**src/rtl/scinstloader.sv**
```systemverilog
// Boot-time instruction-memory loader: header byte N, then N big-endian words written to IM.
// Optional trailing XOR checksum byte when SCINSTLOADER_CSUM_EN is defined.
module scinstloader #(
  parameter int unsigned ADDR_W = 5,
  parameter logic [31:0] BASE   = 32'h0000_0000
) (
  input  logic        clk,
  input  logic        clrn,
  input  logic        start,
  input  logic [7:0]  rx_data,
  input  logic        rx_valid,
  output logic        rx_ready,
  output logic        im_we,
  output logic [31:0] im_addr,
  output logic [31:0] im_din,
  output logic        busy,
  output logic        done,
  output logic        err,
  output logic        cpu_clrn
);

  typedef enum logic [2:0] {StIdle, StHdr, StData, StWrite, StCsum, StDone} state_e;

  state_e              state_q, state_d;
  logic [ADDR_W-1:0]   idx_q, idx_d;
  logic [ADDR_W-1:0]   last_q, last_d;
  logic [1:0]          bcnt_q, bcnt_d;
  logic [23:0]         word_q, word_d;
  logic                im_we_q, im_we_d;
  logic [31:0]         im_addr_q, im_addr_d;
  logic [31:0]         im_din_q, im_din_d;
  logic                done_q, done_d;
  logic                cpu_clrn_q, cpu_clrn_d;
`ifdef SCINSTLOADER_CSUM_EN
  logic [7:0]          csum_q, csum_d;
  logic                err_q, err_d;
`endif

  always_ff @(posedge clk or negedge clrn) begin
    if (!clrn) begin
      state_q    <= StIdle;
      idx_q      <= '0;
      last_q     <= '0;
      bcnt_q     <= '0;
      word_q     <= '0;
      im_we_q    <= 1'b0;
      im_addr_q  <= BASE;
      im_din_q   <= '0;
      done_q     <= 1'b0;
      cpu_clrn_q <= 1'b0;
`ifdef SCINSTLOADER_CSUM_EN
      csum_q     <= '0;
      err_q      <= 1'b0;
`endif
    end else begin
      state_q    <= state_d;
      idx_q      <= idx_d;
      last_q     <= last_d;
      bcnt_q     <= bcnt_d;
      word_q     <= word_d;
      im_we_q    <= im_we_d;
      im_addr_q  <= im_addr_d;
      im_din_q   <= im_din_d;
      done_q     <= done_d;
      cpu_clrn_q <= cpu_clrn_d;
`ifdef SCINSTLOADER_CSUM_EN
      csum_q     <= csum_d;
      err_q      <= err_d;
`endif
    end
  end

  always_comb begin
    state_d    = state_q;
    idx_d      = idx_q;
    last_d     = last_q;
    bcnt_d     = bcnt_q;
    word_d     = word_q;
    im_addr_d  = im_addr_q;
    im_din_d   = im_din_q;
    done_d     = done_q;
    cpu_clrn_d = cpu_clrn_q;
    rx_ready   = 1'b0;
`ifdef SCINSTLOADER_CSUM_EN
    csum_d     = csum_q;
    err_d      = err_q;
`endif
    unique case (state_q)
      StIdle: begin
        if (start) begin
          done_d     = 1'b0;
          cpu_clrn_d = 1'b0;
          idx_d      = '0;
          bcnt_d     = '0;
`ifdef SCINSTLOADER_CSUM_EN
          err_d      = 1'b0;
`endif
          state_d    = StHdr;
        end
      end
      StHdr: begin
        rx_ready = 1'b1;
        if (rx_valid) begin
          // N=0 (after truncation) wraps to all-ones: the full depth.
          last_d  = ADDR_W'(rx_data) - ADDR_W'(1);
`ifdef SCINSTLOADER_CSUM_EN
          csum_d  = rx_data;
`endif
          state_d = StData;
        end
      end
      StData: begin
        rx_ready = 1'b1;
        if (rx_valid) begin
          word_d = {word_q[15:0], rx_data};
          bcnt_d = bcnt_q + 2'd1;
`ifdef SCINSTLOADER_CSUM_EN
          csum_d = csum_q ^ rx_data;
`endif
          if (bcnt_q == 2'd3) begin
            im_din_d  = {word_q, rx_data};
            im_addr_d = BASE + 32'({idx_q, 2'b00});
            state_d   = StWrite;
          end
        end
      end
      StWrite: begin
        if (idx_q == last_q) begin
`ifdef SCINSTLOADER_CSUM_EN
          state_d = StCsum;
`else
          state_d = StDone;
`endif
        end else begin
          idx_d   = idx_q + ADDR_W'(1);
          state_d = StData;
        end
      end
      StCsum: begin
`ifdef SCINSTLOADER_CSUM_EN
        rx_ready = 1'b1;
        if (rx_valid) begin
          if (rx_data == csum_q) begin
            state_d = StDone;
          end else begin
            err_d   = 1'b1;
            state_d = StIdle;
          end
        end
`else
        state_d = StIdle;
`endif
      end
      StDone: begin
        done_d     = 1'b1;
        cpu_clrn_d = 1'b1;
        state_d    = StIdle;
      end
      default: state_d = StIdle;
    endcase
    // Strobe registered so it lines up with the WRITE state cycle.
    im_we_d = (state_d == StWrite);
  end

  assign im_we    = im_we_q;
  assign im_addr  = im_addr_q;
  assign im_din   = im_din_q;
  assign busy     = (state_q != StIdle);
  assign done     = done_q;
  assign cpu_clrn = cpu_clrn_q;
`ifdef SCINSTLOADER_CSUM_EN
  assign err      = err_q;
`else
  assign err      = 1'b0;
`endif

endmodule

```
**config.mk**
```make
export PLATFORM = sky130hd
export DESIGN_NAME = scinstloader
export DESIGN_NICKNAME = d
export VERILOG_FILES = /design/src/rtl/scinstloader.sv
export SDC_FILE = /design/constraint.sdc
export NUM_CORES = 1
export LEC_CHECK = 0
export BUFFER_PORTS_ARGS = -buffer_cell sky130_fd_sc_hd__clkbuf_2
export CAP_MARGIN = 20
export CORE_ASPECT_RATIO = 1.25
export CORE_MARGIN = 5
export CORE_UTILIZATION = 55
export CTS_BUF_LIST = sky130_fd_sc_hd__clkbuf_8
export DETAILED_ROUTE_END_ITERATION = 10
export GPL_TIMING_DRIVEN = 0
export PLACE_DENSITY = 0.91
export SKIP_LAST_GASP = 1
export SLEW_MARGIN = 20
export SYNTH_ARGS = -nofsm -noshare
export SYNTH_HDL_FRONTEND = slang
export SYNTH_SLANG_ARGS = --single-unit
```
**constraint.sdc**
```tcl
create_clock -name clk -period 2.6 [get_ports clk]
set_clock_uncertainty 0.2 [all_clocks]
set_input_delay 0.13 -clock clk [delete_from_list [all_inputs] [get_ports clk]]
set_output_delay 0.13 -clock clk [all_outputs]
set_load 0.01 [all_outputs]
```
Word-level counts from Yosys, hierarchy flattened
Index checks and enable logic that the tools add are counted.
{ "op_classes": {"n_addsub": 3, "n_mul": 0, "div_mod_pow": 0, "magnitude_cmp": 0, "n_eq_ne": 10, "shifts": 0, "muxes": 15, "n_bitwise": 0, "n_reduce_logical": 12} }
{ "op_table": {"columns": ["operator", "n"], "rows": [
  ["$mux W3", 5],
  ["$pmux W3 S4", 1],
  ["$mux W5", 2],
  ["$pmux W5 S2", 1],
  ["$eq A3 B2 Y1 const B", 3],
  ["$reduce_and A3 Y1", 3],
  ["$ne A2 B2 Y1 const B", 3],
  ["$reduce_and A2 Y1", 3],
  ["$reduce_bool A2 Y1", 3],
  ["$add A5 B1 Y5 const B", 1],
  ["$eq A5 B5 Y1", 1],
  ["$sub A5 B1 Y5 const B", 1],
  ["$mux W2", 2],
  ["$pmux W2 S2", 1],
  ["$eq A3 B1 Y1 const B", 1],
  ["$eq A3 B3 Y1 const B", 1],
  ["$logic_not A3 Y1", 1],
  ["$reduce_bool A3 Y1", 1],
  ["$add A2 B1 Y2 const B", 1],
  ["$eq A2 B2 Y1 const B", 1],
  ["$mux W1", 2],
  ["$pmux W1 S2", 1],
  ["$reduce_or A2 Y1", 1]
]} }
{ "word_totals": {"regBits": 78, "latch_bits": 0, "ram_bits": 0, "rom_bits": 0, "inputBits": 12, "out_inout_bits": 70, "wordCells": 49, "memories": 0} }

Logic depth before layout (Yosys ltp)
Gate-level depths: netlist (run 1).
{ "logic_depth": {"depth_word": 5, "mapped_depth": 7, "mapped_depth_nobuf": 5} }

Worst setup path before layout (run 1)
OpenSTA, ideal clock, no wires.
{ "synth_path": {"path_type": "reg2reg", "startpoint": "register state_q[1]", "endpoint": "register im_addr_q[2] (netlist: im_addr[2])", "setup_time_ns": 0.125, "arrival_ns": 1.513, "required_ns": 2.275, "slack_ns": 0.762, "path_stages_with_launch": 8, "path_buffers": 3, "period_less_slack_ns": 1.838, "path_cell_list": "dfrtp_1 -> and2b_2 -> and2_1 -> buf_6 -> nand2_2 -> buf_6 -> buf_6 -> mux2_4"} }
{ "synth_via": {"elab_chain_cells": 2} }
{ "synth_rtl": {"columns": ["element", "line", "source"], "rows": [
  ["start: declaration", "24", "state_e state_q, state_d;"],
  ["start signal: assignment", "41", "state_q <= StIdle;"],
  ["start signal: assignment", "56", "state_q <= state_d;"],
  ["$eq A3 B2 Y1", "88", "unique case (state_q)"],
  ["$reduce_and A3 Y1 (no line)", null, null],
  ["end signal: assignment", "62", "im_addr_q <= im_addr_d;"],
  ["end: declaration", "30", "logic [31:0] im_addr_q, im_addr_d;"]
]} }
Every way passes these cells.
A chain may end at the register's enable or synchronous reset.

Worst setup path in the final report (run 1)
{ "layout_path": {"startpoint": "register idx_q[1]", "endpoint": "register idx_q[2]"} }
{ "layout_via": {"elab_chain_cells": 3, "elab_cells_between_ends": 6, "cone_classes": "1 x add/sub; 2 x eq/ne; 2 x mux; 1 x reduce/logical"} }
{ "layout_rtl": {"columns": ["element", "line", "source"], "rows": [
  ["start: declaration", "25", "logic [ADDR_W-1:0] idx_q, idx_d;"],
  ["start signal: assignment", "57", "idx_q <= idx_d;"],
  ["$add A5 B1 Y5 / $eq A5 B5 Y1 (equally long branches)", "135, 128", null],
  ["$mux W5 / $ne A2 B2 Y1 (equally long branches)", null, null],
  ["$pmux W5 S2 / $reduce_and A3 Y1 (equally long branches)", null, null]
]} }
Parallel ways exist; a longest one is shown, timed or not. The select of a mux whose other input is x is not followed.

==> summary.md, run 1 <==
| Metric | Value |
|---|---|
| Power Density | approximately 1100 nW/um^2 |
| Max-Cap Viols | 0 |
| Xor/xnor cell area share of the yosys netlist | 0.02231 |
| First-pass DRT Iterations | 4 |
| Delay of the slowest critical-path stage | 0.61 ns |
| Crit share post-route | 0.7936 |
| Crit Reg-Reg Startpoint | idx_q[1] |
| Diode count | 0 |
| DR DRC count | 0 |
| Clock sinks | between 70 and 80 |
| Critical-path top delay cell | nor4_2 |
| Slew Limit Fails | 0 |
| Placement Cell Area | between 4000 and 5000 sq um |
| Post-synth top area share | 0.5524 |
| Post-Route Setup TNS | 0 ns |
| Starting density of the core | 0.5694 |
| Setup-failing EPs final | 0 |
| Synthesis warning total | 0 |
| Compound-Gate Fraction of Synth Area | 0.03824 |
| Dominant cell type by area after synthesis | dfrtp_1 |
| Largest net degree at the start of global routing | 57 |
| Simple-Gate Fraction of Synth Area | 0.06693 |
| Clk_lat worst skew | between 0.3 and 0.4 ns |
| Min Clock Period, post-route | 2.063 ns |
| Sequential area share after synthesis | 0.5524 |
| Hold Vio Cnt, Final | 0 |
| Max-slew headroom | 0.5743 |
| R2R cell count | 4 |
| Crit path max-delay family | simple AND/OR/NAND/NOR gates |
| Unrepaired setup endpoints after global routing | false |
| Critical setup path kind | reg -> reg |
| Die footprint | approximately 8100 sq um |
| Grt ovf | 0 |
| Number of library cell types mapped by synthesis | 39 |
| Layout net count | 378 |
| Fraction of layout cells with a size suffix above 1 | 0.4701 |
| GR Util All Layers | 0.1844 |
| R2r setup slk | between 0.5 and 0.6 ns |
| Core area | around 6200 sq um |
| GPL Wtd Cong | around 0.87 |
| Die W | roughly 80 um |
| Vias | 2248 |
| Vias in the first global route | 2203 |
| Largest family of logic cells by synthesized area | multiplexers |
| CP Cell Sequence | xor2_1, nor4_2, and2_1, o311ai_0 |
| WP buf/inv | 0 |
| # IOs | between 80 and 90 |
| Crit end category | flop |
| Post-synth top flop | dfrtp_1 |
| Adder-Cell Fraction of Synth Area | 0.01062 |
| # fillers | 438 |
| Layout area overhead | 22.73% |
| Root buffer cell | clkbuf_8 |
| H-tree levels | 3 |
| F_max | roughly 480 MHz |
| IO Port Bufs | 53 |
| Asr flop ratio synth | 1.000 |
| Post-DP HPWL | roughly 5000 um |
| Initial DRC Count | 91 |
| Final WL | approximately 7000 um |
| Row cnt | 32 |
| Area of all placed cells without fillers | ~4300 sq um |
| ANT nets after route | 0 |
| Multiplexer area fraction after synthesis | 0.2206 |
| Worst path arrival time | 2.09 ns |
| Post-synth EDFFs | 0 |
| Peak supply drop | slightly below 0.7 mV |
| Hold Path Class | in -> async |
| Synthesized area per cell | roughly 14 sq um |
| Initial antenna violation count | 0 |
| CP startpoint kind | flop |
| Die Ht | between 90 and 100 um |
| Post-layout util | 0.6988 |
| Crit path max fanout | 7 |
| WP data required | approximately 2.6 ns |
| FF+latch area | about 2000 sq um |
| Syn Std Cell Area | about 3500 sq um |
| Critical R2R Capture | idx_q[2] |
| Worst-path clk slew | ~0.080 ns |
| Multi-input logic area | ~1400 sq um |
| Drt wl/cell | ~15 um |
| Number of vias per cell | 4.962 |
| Worst Tran Pin Value | about 0.63 ns |
| CTS tree | built |
| Status | finished, final reports clean |
| First-pass GRT wire length | 11140 um |
| Synth top area cells | dfrtp_1, mux2_2, mux2_4 |
| Clock buffer depth | 2 |
| Leakage power | about 2.3 nW |
| Post-synthesis cell count | 260 |
| Cts bufs inserted | 9 |
| Yosys reg bits | 78 |
## where the power goes
part	switching (mW)	internal, mW
clock	0.446	0.438
combinational	0.782	0.929
sequential	0.381	1.75
total	1.61	3.11
## worst max-delay path by stage
| stage | from | slack (ns) | depth (start not counted) | endpoint |
|---|---|---|---|---|
| after CTS | state_q[1] | 0.56 | 7 | im_addr[4] |
| after detailed placement | state_q[1] | 0.58 | 7 | im_addr[3] |
| after global placement | clrn | 0.56 | 1 | word_q[21] |
| final | idx_q[1] | 0.54 | 4 | idx_q[2] |
| after floorplan | state_q[1] | 0.76 | 7 | im_addr[2] |
| after global routing | idx_q[0] | 0.49 | 4 | idx_q[2] |
## per-layer routing
metal	wire length, um	vias up	global-route usage
met4	189	0	0.08824
met3	472	18	0.04982
met1	2745	1092	0.2267
li1	-	1056	-
met5	0	-	0
met2	3595	82	0.2980
## synthesized netlist by cell type, types with 2 or more instances
| cell | n |
|---|---|
| a21oi_1 | 2 |
| a31oi_1 | 6 |
| and2_1 | 3 |
| buf_2 | 4 |
| buf_4 | 29 |
| buf_6 | 4 |
| clkbuf_1 | 3 |
| dfrtp_1 | 78 |
| ha_1 | 3 |
| inv_1 | 3 |
| mux2_2 | 43 |
| mux2_4 | 19 |
| nand2_1 | 9 |
| nand2b_1 | 2 |
| nand3_1 | 7 |
| nor2_1 | 4 |
| nor2b_1 | 3 |
| nor3_1 | 2 |
| nor3b_1 | 2 |
| o21ai_0 | 6 |
| o22ai_1 | 2 |
| or3_1 | 2 |
| xnor2_1 | 5 |
| xor2_1 | 4 |
## sequential cells by signal, indices dropped and copies added (netlist names)
name,flops
im_we,1
bcnt_q,2
state_q,3
idx_q,5
im_din,32
cpu_clrn,1
last_q,5
im_addr,5
word_q,24
## layout by cell type, fill, tap and decap left out, types with 5 or more instances in the layout
cell / n
clkbuf_2: 53
dfrtp_1: 78
conb_1: 28
mux2_4: 19
nand2_1: 9
clkbuf_8: 9
mux2_2: 43
xnor2_1: 5
o21ai_0: 6
dlygate4sd3_1: 11
nand3_1: 7
a31oi_1: 6
buf_4: 29
## worst reg2reg max path, stage by stage (launching register included)
cell      delay (ns)
dfrtp_1         0.46
xor2_1          0.21
nor4_2          0.61
and2_1          0.31
o311ai_0        0.15
## final cells by class
class,instances,area share
Timing Repair Buffer,65,0.09348
Clock buffer,9,0.02856
Tap cell,85,0.02452
Buffer,41,0.06896
Inverter,3,0.002597
Sequential cell,78,0.4501
Multi-Input combinational cell,165,0.3165
Clock inverter,7,0.01529
## through the flow
step / std cells / power [mW] / setup WS, ns / hold slack [ns]
after floorplan: 287 / 3.226 / 0.7617 / -0.3656
after global placement: 425 / 3.733 / 0.5573 / 0.1749
after detailed placement: 426 / 3.851 / 0.5838 / -0.1143
after CTS: 453 / 4.754 / 0.5612 / 0.03974
after global routing: 453 / 5.005 / 0.4880 / 0.06533
final: 453 / 4.723 / 0.5365 / 0.03602
## logic make-up after synthesis
group                    count (synthesis)
flip-flops                              78
adder cells (fa/ha/maj)                  3
AO/OA/AOI/OAI                           21
AND/OR/NAND/NOR                         41
XOR/XNOR                                 9
multiplexers                            63
buffers and inverters                   44
other                                    1
## timing repair
item / CTS / global route
gates resized for setup: 0 / 0
hold buffers: 11 / 0
setup endpoints to repair: 0 / 0
hold endpoints to repair: 101 / 0
buffers inserted: 0 / 0
No activity file was read; power rests on OpenSTA's default activity.
==> run 2, diff against run 1 <==
--- a/config.mk
+++ b/config.mk
@@ -5,6 +5,7 @@
 export SDC_FILE = /design/constraint.sdc
 export NUM_CORES = 1
 export LEC_CHECK = 0
+export ABC_AREA = 1
 export BUFFER_PORTS_ARGS = -buffer_cell sky130_fd_sc_hd__clkbuf_2
 export CAP_MARGIN = 20
 export CORE_ASPECT_RATIO = 1.25
@@ -13,7 +14,7 @@
 export CTS_BUF_LIST = sky130_fd_sc_hd__clkbuf_8
 export DETAILED_ROUTE_END_ITERATION = 10
 export GPL_TIMING_DRIVEN = 0
-export PLACE_DENSITY = 0.91
+export PLACE_DENSITY = 0.92
 export SKIP_LAST_GASP = 1
 export SLEW_MARGIN = 20
 export SYNTH_ARGS = -nofsm -noshare
==> constraint.sdc (replaced) <==
create_clock -name clk -period 2 [get_ports clk]
set_clock_uncertainty 0.2 [all_clocks]
set_input_delay 0.1 -clock clk [delete_from_list [all_inputs] [get_ports clk]]
set_output_delay 0.1 -clock clk [all_outputs]
set_load 0.01 [all_outputs]
==> summary.md, run 2 <==
| Metric | Value |
|---|---|
| Commonest non-fill, non-tap cell in the layout | nand2_1 |
| Crit Reg-Reg Startpoint | state_q[2] |
| Initial antenna violation count | 0 (unchanged) |
| Delay of the slowest critical-path stage | 0.45 ns (-0.16 ns) |
| Critical-path top delay cell | dfrtp_1 |
| Setup-failing EPs final | 0 (unchanged) |
| Max-Cap Viols | 0 (unchanged) |
| Synth top area cells | dfrtp_1, nand2_1, buf_4 |
| Starting density of the core | 0.5559 (-0.01343) |
| Root buffer cell | clkbuf_8 |
| Multi-input logic area | 1086 sq um (-21%) |
| R2R cell count | 5 (+1) |
| Post-Route Setup TNS | 0 ns (unchanged) |
| Hold Crit Depth | 3 |
| Post-synth top flop | dfrtp_1 |
| Sequential area share after synthesis | 0.5769 (+0.02452) |
| Final WL | 7396 um (+5.6%) |
| Crit end category | flop |
| Asr flop ratio synth | 1.000 (unchanged) |
| F_max | 561.1 MHz (+16%) |
| Critical R2R Capture | im_addr[4] |
| Syn Std Cell Area | 3383 sq um (-4.2%) |
| Worst-path clk slew | 0.07 ns (about the same) |
| Most instantiated cells after synthesis | nand2_1, dfrtp_1, inv_1, o21ai_0, buf_4 |
| Min Clock Period, post-route | 1.782 ns (-0.2813 ns) |
| Layout net count | 492 (+30%) |
| Status | finished, final reports clean |
| H-tree levels | 3 (unchanged) |
| Layout area overhead | 23.48% |
| Post-DP HPWL | 5424 um (+9.3%) |
| # IOs | 82 (unchanged) |
| Critical setup path kind | reg -> reg |
| Dominant cell type by area after synthesis | dfrtp_1 |
| Synthesis warning total | 0 (unchanged) |
| Row cnt | 32 (unchanged) |
| Number of library cell types mapped by synthesis | 26 (-33%) |
| First-pass DRT Iterations | 4 (unchanged) |
| Commonest non-fill, non-tap cells in the layout | nand2_1, dfrtp_1, clkbuf_2 |
| Unrepaired setup endpoints after global routing | false |
| Die W | 80.15 um (-1.9%) |
| Max-slew headroom | 0.6465 (+0.07224) |
| Worst path arrival time | 1.79 ns (-0.30 ns) |
| Final setup margin | 0.2179 ns (-0.3187 ns) |
| Worst Tran Pin Value | 0.5302 ns (-0.1031 ns) |
| IO Port Bufs | 53 (unchanged) |
| Fraction of layout cells with a size suffix above 1 | 0.2245 (-0.2456) |
| Initial DRC Count | 106 (+16%) |
| Post-synth EDFFs | 0 (unchanged) |
| Leakage power | 2.315 nW (+2.7%) |
| Peak supply drop | 0.6844 mV (+1.1%) |
| ANT nets after route | 0 (unchanged) |
| Diode count | 0 (unchanged) |
| CP startpoint kind | flop |
| Grt ovf | 0 (unchanged) |
| Vias in the first global route | 2696 (+22%) |
| Leading cell type by number of instances after synthesis | nand2_1 |
| Synthesized area per cell | 9.022 sq um (-34%) |
| Die footprint | 7830 sq um (-3.8%) |
| GPL Wtd Cong | 0.8066 (-7.3%) |
| Crit path max fanout | 10 (+3) |
| Hold Path Class | in -> reg |
| Largest net degree at the start of global routing | 41 (-28%) |
| CP Cell Sequence | nor3_4, nand3_2, clkbuf_1, nand2_1, o21ai_0 |
| Placement Setup Slack | 0.2479 ns (-0.3358 ns) |
| Hold Vio Cnt, Final | 0 (unchanged) |
| GR Util All Layers | 0.2039 (+0.01951) |
| Post-synth top area share | 0.5769 (+0.02452) |
| WP buf/inv | 1 (+1) |
| CTS tree | built |
| Worst hold endpoint | state_q[0] |
| Crit share post-route | 0.8911 (+0.09742) |
| Core area | 6086 sq um (-1.9%) |
| Slew Limit Fails | 0 (unchanged) |
| Worst Hold Launch | start |
| Max reg flops | 32 (unchanged) |
| Vias | 2728 (+21%) |
| # fillers | 476 (+8.7%) |
| Drt wl/cell | 13.07 um (-15%) |
| FF+latch area | 1952 sq um (unchanged) |
| First-pass GRT wire length | 12480 um (+12%) |
| Clock buffer depth | 2 (unchanged) |
| Post-CTS Setup Repair Bufs | 0 (unchanged) |
| Clock sinks | 78 (unchanged) |
| Yosys reg bits | 78 (unchanged) |
| R2r setup slk | 0.22 ns (-0.32 ns) |
| Post-synthesis cell count | 375 (+44%) |
| Cts bufs inserted | 9 (unchanged) |
| Crit path max-delay family | simple AND/OR/NAND/NOR gates |
| WP data required | 2.01 ns (-0.61 ns) |
| Power Density | 1295 nW/um^2 (+19%) |
| Number of vias per cell | 4.820 (-2.9%) |
| Die Ht | 97.69 um (-1.9%) |
| DR DRC count | 0 (unchanged) |
| Clk_lat worst skew | 0.35 ns (about the same) |
[run 2: timing repair]
action / 4_1_cts / 5_1_grt
hold buffers: 10 / 0
endpoints found under the hold margin: 100 / 0
resized for setup: 0 / 0
endpoints found under the setup margin: 0 / 0
[run 2: cell families (layout without fill, tap and decap cells)]
kind of cell | after synthesis | after routing | synth area share
AND/OR/NAND/NOR | 141 | 141 | 0.1709
buffers and inverters | 85 | 164 | 0.1320
flip-flops | 78 | 78 | 0.5769
AO/OA/AOI/OAI | 62 | 62 | 0.09504
XOR/XNOR | 5 | 5 | 0.01294
adder cells (fa/ha/maj) | 3 | 3 | 0.01110
other | 1 | 28 | 0.001108
[run 2: per-layer routing]
| layer | wire length (um) | GRT usage |
|---|---|---|
| met1 | 2858 | 0.2385 |
| met2 | 3843 | 0.3450 |
| met3 | 447 | 0.04267 |
| met4 | 246 | 0.1066 |
| met5 | 0 | 0 |
[run 2: worst reg2reg max path, stage by stage (launching register included)]
cell	delay, ns
dfrtp_1	0.45
nor3_4	0.32
nand3_2	0.16
clkbuf_1	0.29
nand2_1	0.13
o21ai_0	0.10
[run 2: where the power goes]
part | total (mW) | switching [mW] | internal [mW]
logic | 1.71 | 1.05 | 0.659
registers | 2.52 | 0.363 | 2.15
clock network | 1.18 | 0.547 | 0.633
total | 5.41 | 1.96 | 3.45
[run 2: worst max path at each step]
stage,end,from,cells after the start,slack [ns]
5_1_grt,word_q[20],state_q[2],5,0.11
3_3_place_gp,im_din[10],clrn,1,0.01
4_1_cts,im_addr[4],state_q[2],5,0.24
3_5_place_dp,im_din[8],state_q[2],6,0.25
2_1_floorplan,im_din[10],state_q[2],6,0.45
6_report,im_addr[4],state_q[2],5,0.22
[run 2: area by class of cell]
cell class,count,share of cell area
repair buffers,64,0.09284
plain buffers,42,0.06828
flip-flops and latches,78,0.4672
clock buffers,11,0.03624
inverters,43,0.03863
well taps,85,0.02546
multi-input cells,239,0.2600
clock inverters,4,0.01138
[run 2: through the flow]
step / total power [mW] / utilization / cell area [sq um] / std cells / hold WS, ns
2_1_floorplan: 3.534 / - / 3485 / 402 / -0.3956
6_report: 5.409 / 0.6865 / 4178 / 566 / 0.04639
4_1_cts: 5.427 / 0.6865 / 4178 / 566 / 0.05122
3_5_place_dp: 4.225 / 0.6373 / 3879 / 541 / -0.06545
3_3_place_gp: 4.089 / 0.6336 / 3856 / 540 / 0.1616
5_1_grt: 5.787 / 0.6865 / 4178 / 566 / 0.08988
==> run 3, diff against run 2 <==
--- a/config.mk
+++ b/config.mk
@@ -5,7 +5,6 @@
 export SDC_FILE = /design/constraint.sdc
 export NUM_CORES = 1
 export LEC_CHECK = 0
-export ABC_AREA = 1
 export BUFFER_PORTS_ARGS = -buffer_cell sky130_fd_sc_hd__clkbuf_2
 export CAP_MARGIN = 20
 export CORE_ASPECT_RATIO = 1.25
@@ -14,7 +13,7 @@
 export CTS_BUF_LIST = sky130_fd_sc_hd__clkbuf_8
 export DETAILED_ROUTE_END_ITERATION = 10
 export GPL_TIMING_DRIVEN = 0
-export PLACE_DENSITY = 0.92
+export PLACE_DENSITY = 0.91
 export SKIP_LAST_GASP = 1
 export SLEW_MARGIN = 20
 export SYNTH_ARGS = -nofsm -noshare
==> summary.md, run 3 (synthesis gave the netlist of run 1 again) <==
| Metric | Value |
|---|---|
| Placement Setup Slack | -0.01622 ns (-0.2642 ns) |
| Crit end category | flop |
| Post-layout util | 0.7157 (+0.02925) |
| Core area | 6206 sq um (+2.0%) |
| Leakage power | 2.320 nW (+0.19%) |
| CP startpoint kind | flop |
| DR DRC count | 0 (unchanged) |
| Critical setup path kind | reg -> reg |
| Hold Vio Cnt, Final | 0 (unchanged) |
| Root buffer cell | clkbuf_8 |
| Cts bufs inserted | 9 (unchanged) |
| Crit path max-delay family | simple AND/OR/NAND/NOR gates |
| GPL Wtd Cong | 0.8705 (+7.9%) |
| ANT nets after route | 0 (unchanged) |
| GRT met1 Usage | 0.2267 (-0.01184) |
| Row cnt | 32 (unchanged) |
| Worst path arrival time | 1.99 ns (+0.20 ns) |
| Largest net degree at the start of global routing | 57 (+39%) |
| Starting density of the core | 0.5694 (+0.01343) |
| Clock buffer depth | 2 (unchanged) |
| Grt ovf | 0 (unchanged) |
| Max-Cap Viols | 0 (unchanged) |
| Commonest non-fill, non-tap cells in the layout | dfrtp_1, clkbuf_2, mux2_2 |
| Area of all placed cells without fillers | 4442 sq um (+6.3%) |
| Critical Path Start | state_q[1] |
| Initial DRC Count | 108 (+1.9%) |
| Post-DP HPWL | 4962 um (-8.5%) |
| IO Port Bufs | 53 (unchanged) |
| Fraction of layout cells with a size suffix above 1 | 0.4825 (+0.2579) |
| # IOs | 82 (unchanged) |
| Delay of the slowest critical-path stage | 0.41 ns (-0.04 ns) |
| Layout area overhead | 25.71% |
| Vias in the first global route | 2202 (-18%) |
| Drt wl/cell | 16.05 um (+23%) |
| Met3 usage | 0.04982 (+0.007147) |
| First-pass GRT wire length | 11190 um (-10%) |
| GR Util All Layers | 0.1857 (-0.01819) |
| CP Cell Sequence | and2b_2, and2_1, buf_6, nand2_4, buf_12, buf_12, mux2_4 |
| Overall power | 6.265 mW (+16%) |
| Die footprint | 8138 sq um (+3.9%) |
| WP buf/inv | 3 (+2) |
| Critical R2R Capture | im_din[5] |
| Crit path max fanout | 10 (unchanged) |
| F_max | 514.6 MHz (-8.3%) |
| R2r setup slk | 0.06 ns (-0.16 ns) |
| Die W | 81.69 um (+1.9%) |
| Busiest layer in global routing | met2 |
| Hold Path Class | in -> async |
| Final WL | 7319 um (-1.0%) |
| Critical-path top delay cell | dfrtp_1 |
| Crit Reg-Reg Startpoint | state_q[1] |
| Worst-path clk slew | 0.08 ns (about the same) |
| Min Clock Period, post-route | 1.943 ns (+0.1611 ns) |
| Layout net count | 381 (-23%) |
| Clk_lat worst skew | 0.36 ns (about the same) |
| Crit share post-route | 0.9716 (+0.08055) |
| Slew Limit Fails | 0 (unchanged) |
| First-pass DRT Iterations | 6 (+2) |
| Max reg flops | 32 (unchanged) |
| Peak supply drop | 0.8747 mV (+28%) |
| Placement Cell Area | 4036 sq um (+4.1%) |
| Number of vias per cell | 5.002 (+3.8%) |
| Final setup margin | 0.05679 ns (-0.1611 ns) |
| H-tree levels | 3 (unchanged) |
| Status | finished, final reports clean |
| Die Ht | 99.62 um (+2.0%) |
| Vias | 2281 (-16%) |
| Clock sinks | 78 (unchanged) |
| WP data required | 2.04 ns (+0.03 ns) |
| Commonest non-fill, non-tap cell in the layout | dfrtp_1 |
| R2R cell count | 7 (+2) |
| Diode count | 0 (unchanged) |
| CTS tree | built |
| Crit path top cell by count | buf_12 |
| Setup-failing EPs final | 0 (unchanged) |
| Power Density | 1410 nW/um^2 (+8.9%) |
| Initial antenna violation count | 0 (unchanged) |
| Met2 Use GR | 0.3049 (-0.04013) |
[run 3: how the worst max path moves through the flow]
stage / to / cells past startpoint
after detailed placement: im_addr[3] / 7
after CTS: im_addr[4] / 7
after global placement: word_q[21] / 1
final: im_din[5] / 7
after floorplan: im_addr[2] / 7
after global routing: last_q[1] / 6
[run 3: timing repair]
action                     CTS  global route
setup endpoints to repair   20            31
hold endpoints to repair   101             0
cloned                       0             2
resized for setup            5             8
hold buffers                11             0
buffers inserted             0             1
[run 3: area by class of cell]
| type | count | area, sq um |
|---|---|---|
| Inverter | 3 | 11.26 |
| Clock inverter | 7 | 66.31 |
| Tap cell | 85 | 106.4 |
| Clock buffer | 9 | 123.9 |
| Multi-Input combinational cell | 165 | 1389 |
| Sequential cell | 78 | 1953 |
| Timing Repair Buffer | 68 | 462.9 |
| Buffer | 41 | 329.1 |
| Fill cell | 419 | 1764 |
[run 3: through the flow]
stage | hold slack [ns] | TNS [ns] | instances
floorplan | -0.3956 | 0 | 287
global placement | 0.1449 | -0.7228 | 425
detailed placement | -0.1443 | -0.2094 | 426
CTS | 0.009736 | -0.005623 | 453
global route | 0.03531 | -0.1431 | 456
finish | 0.008379 | 0 | 456
[run 3: power breakdown]
part	switching (mW)	total [mW]	internal [mW]
registers	0.512	2.79	2.27
clock network	0.574	1.14	0.569
logic	1.07	2.34	1.27
total	2.15	6.26	4.11
[run 3: layer usage]
metal,routed length [um],vias up,part of all wire
met1,2782,1125,0.38
met5,0,-,0
met3,477,14,0.065
li1,-,1062,-
met2,3894,80,0.53
met4,165,0,0.023
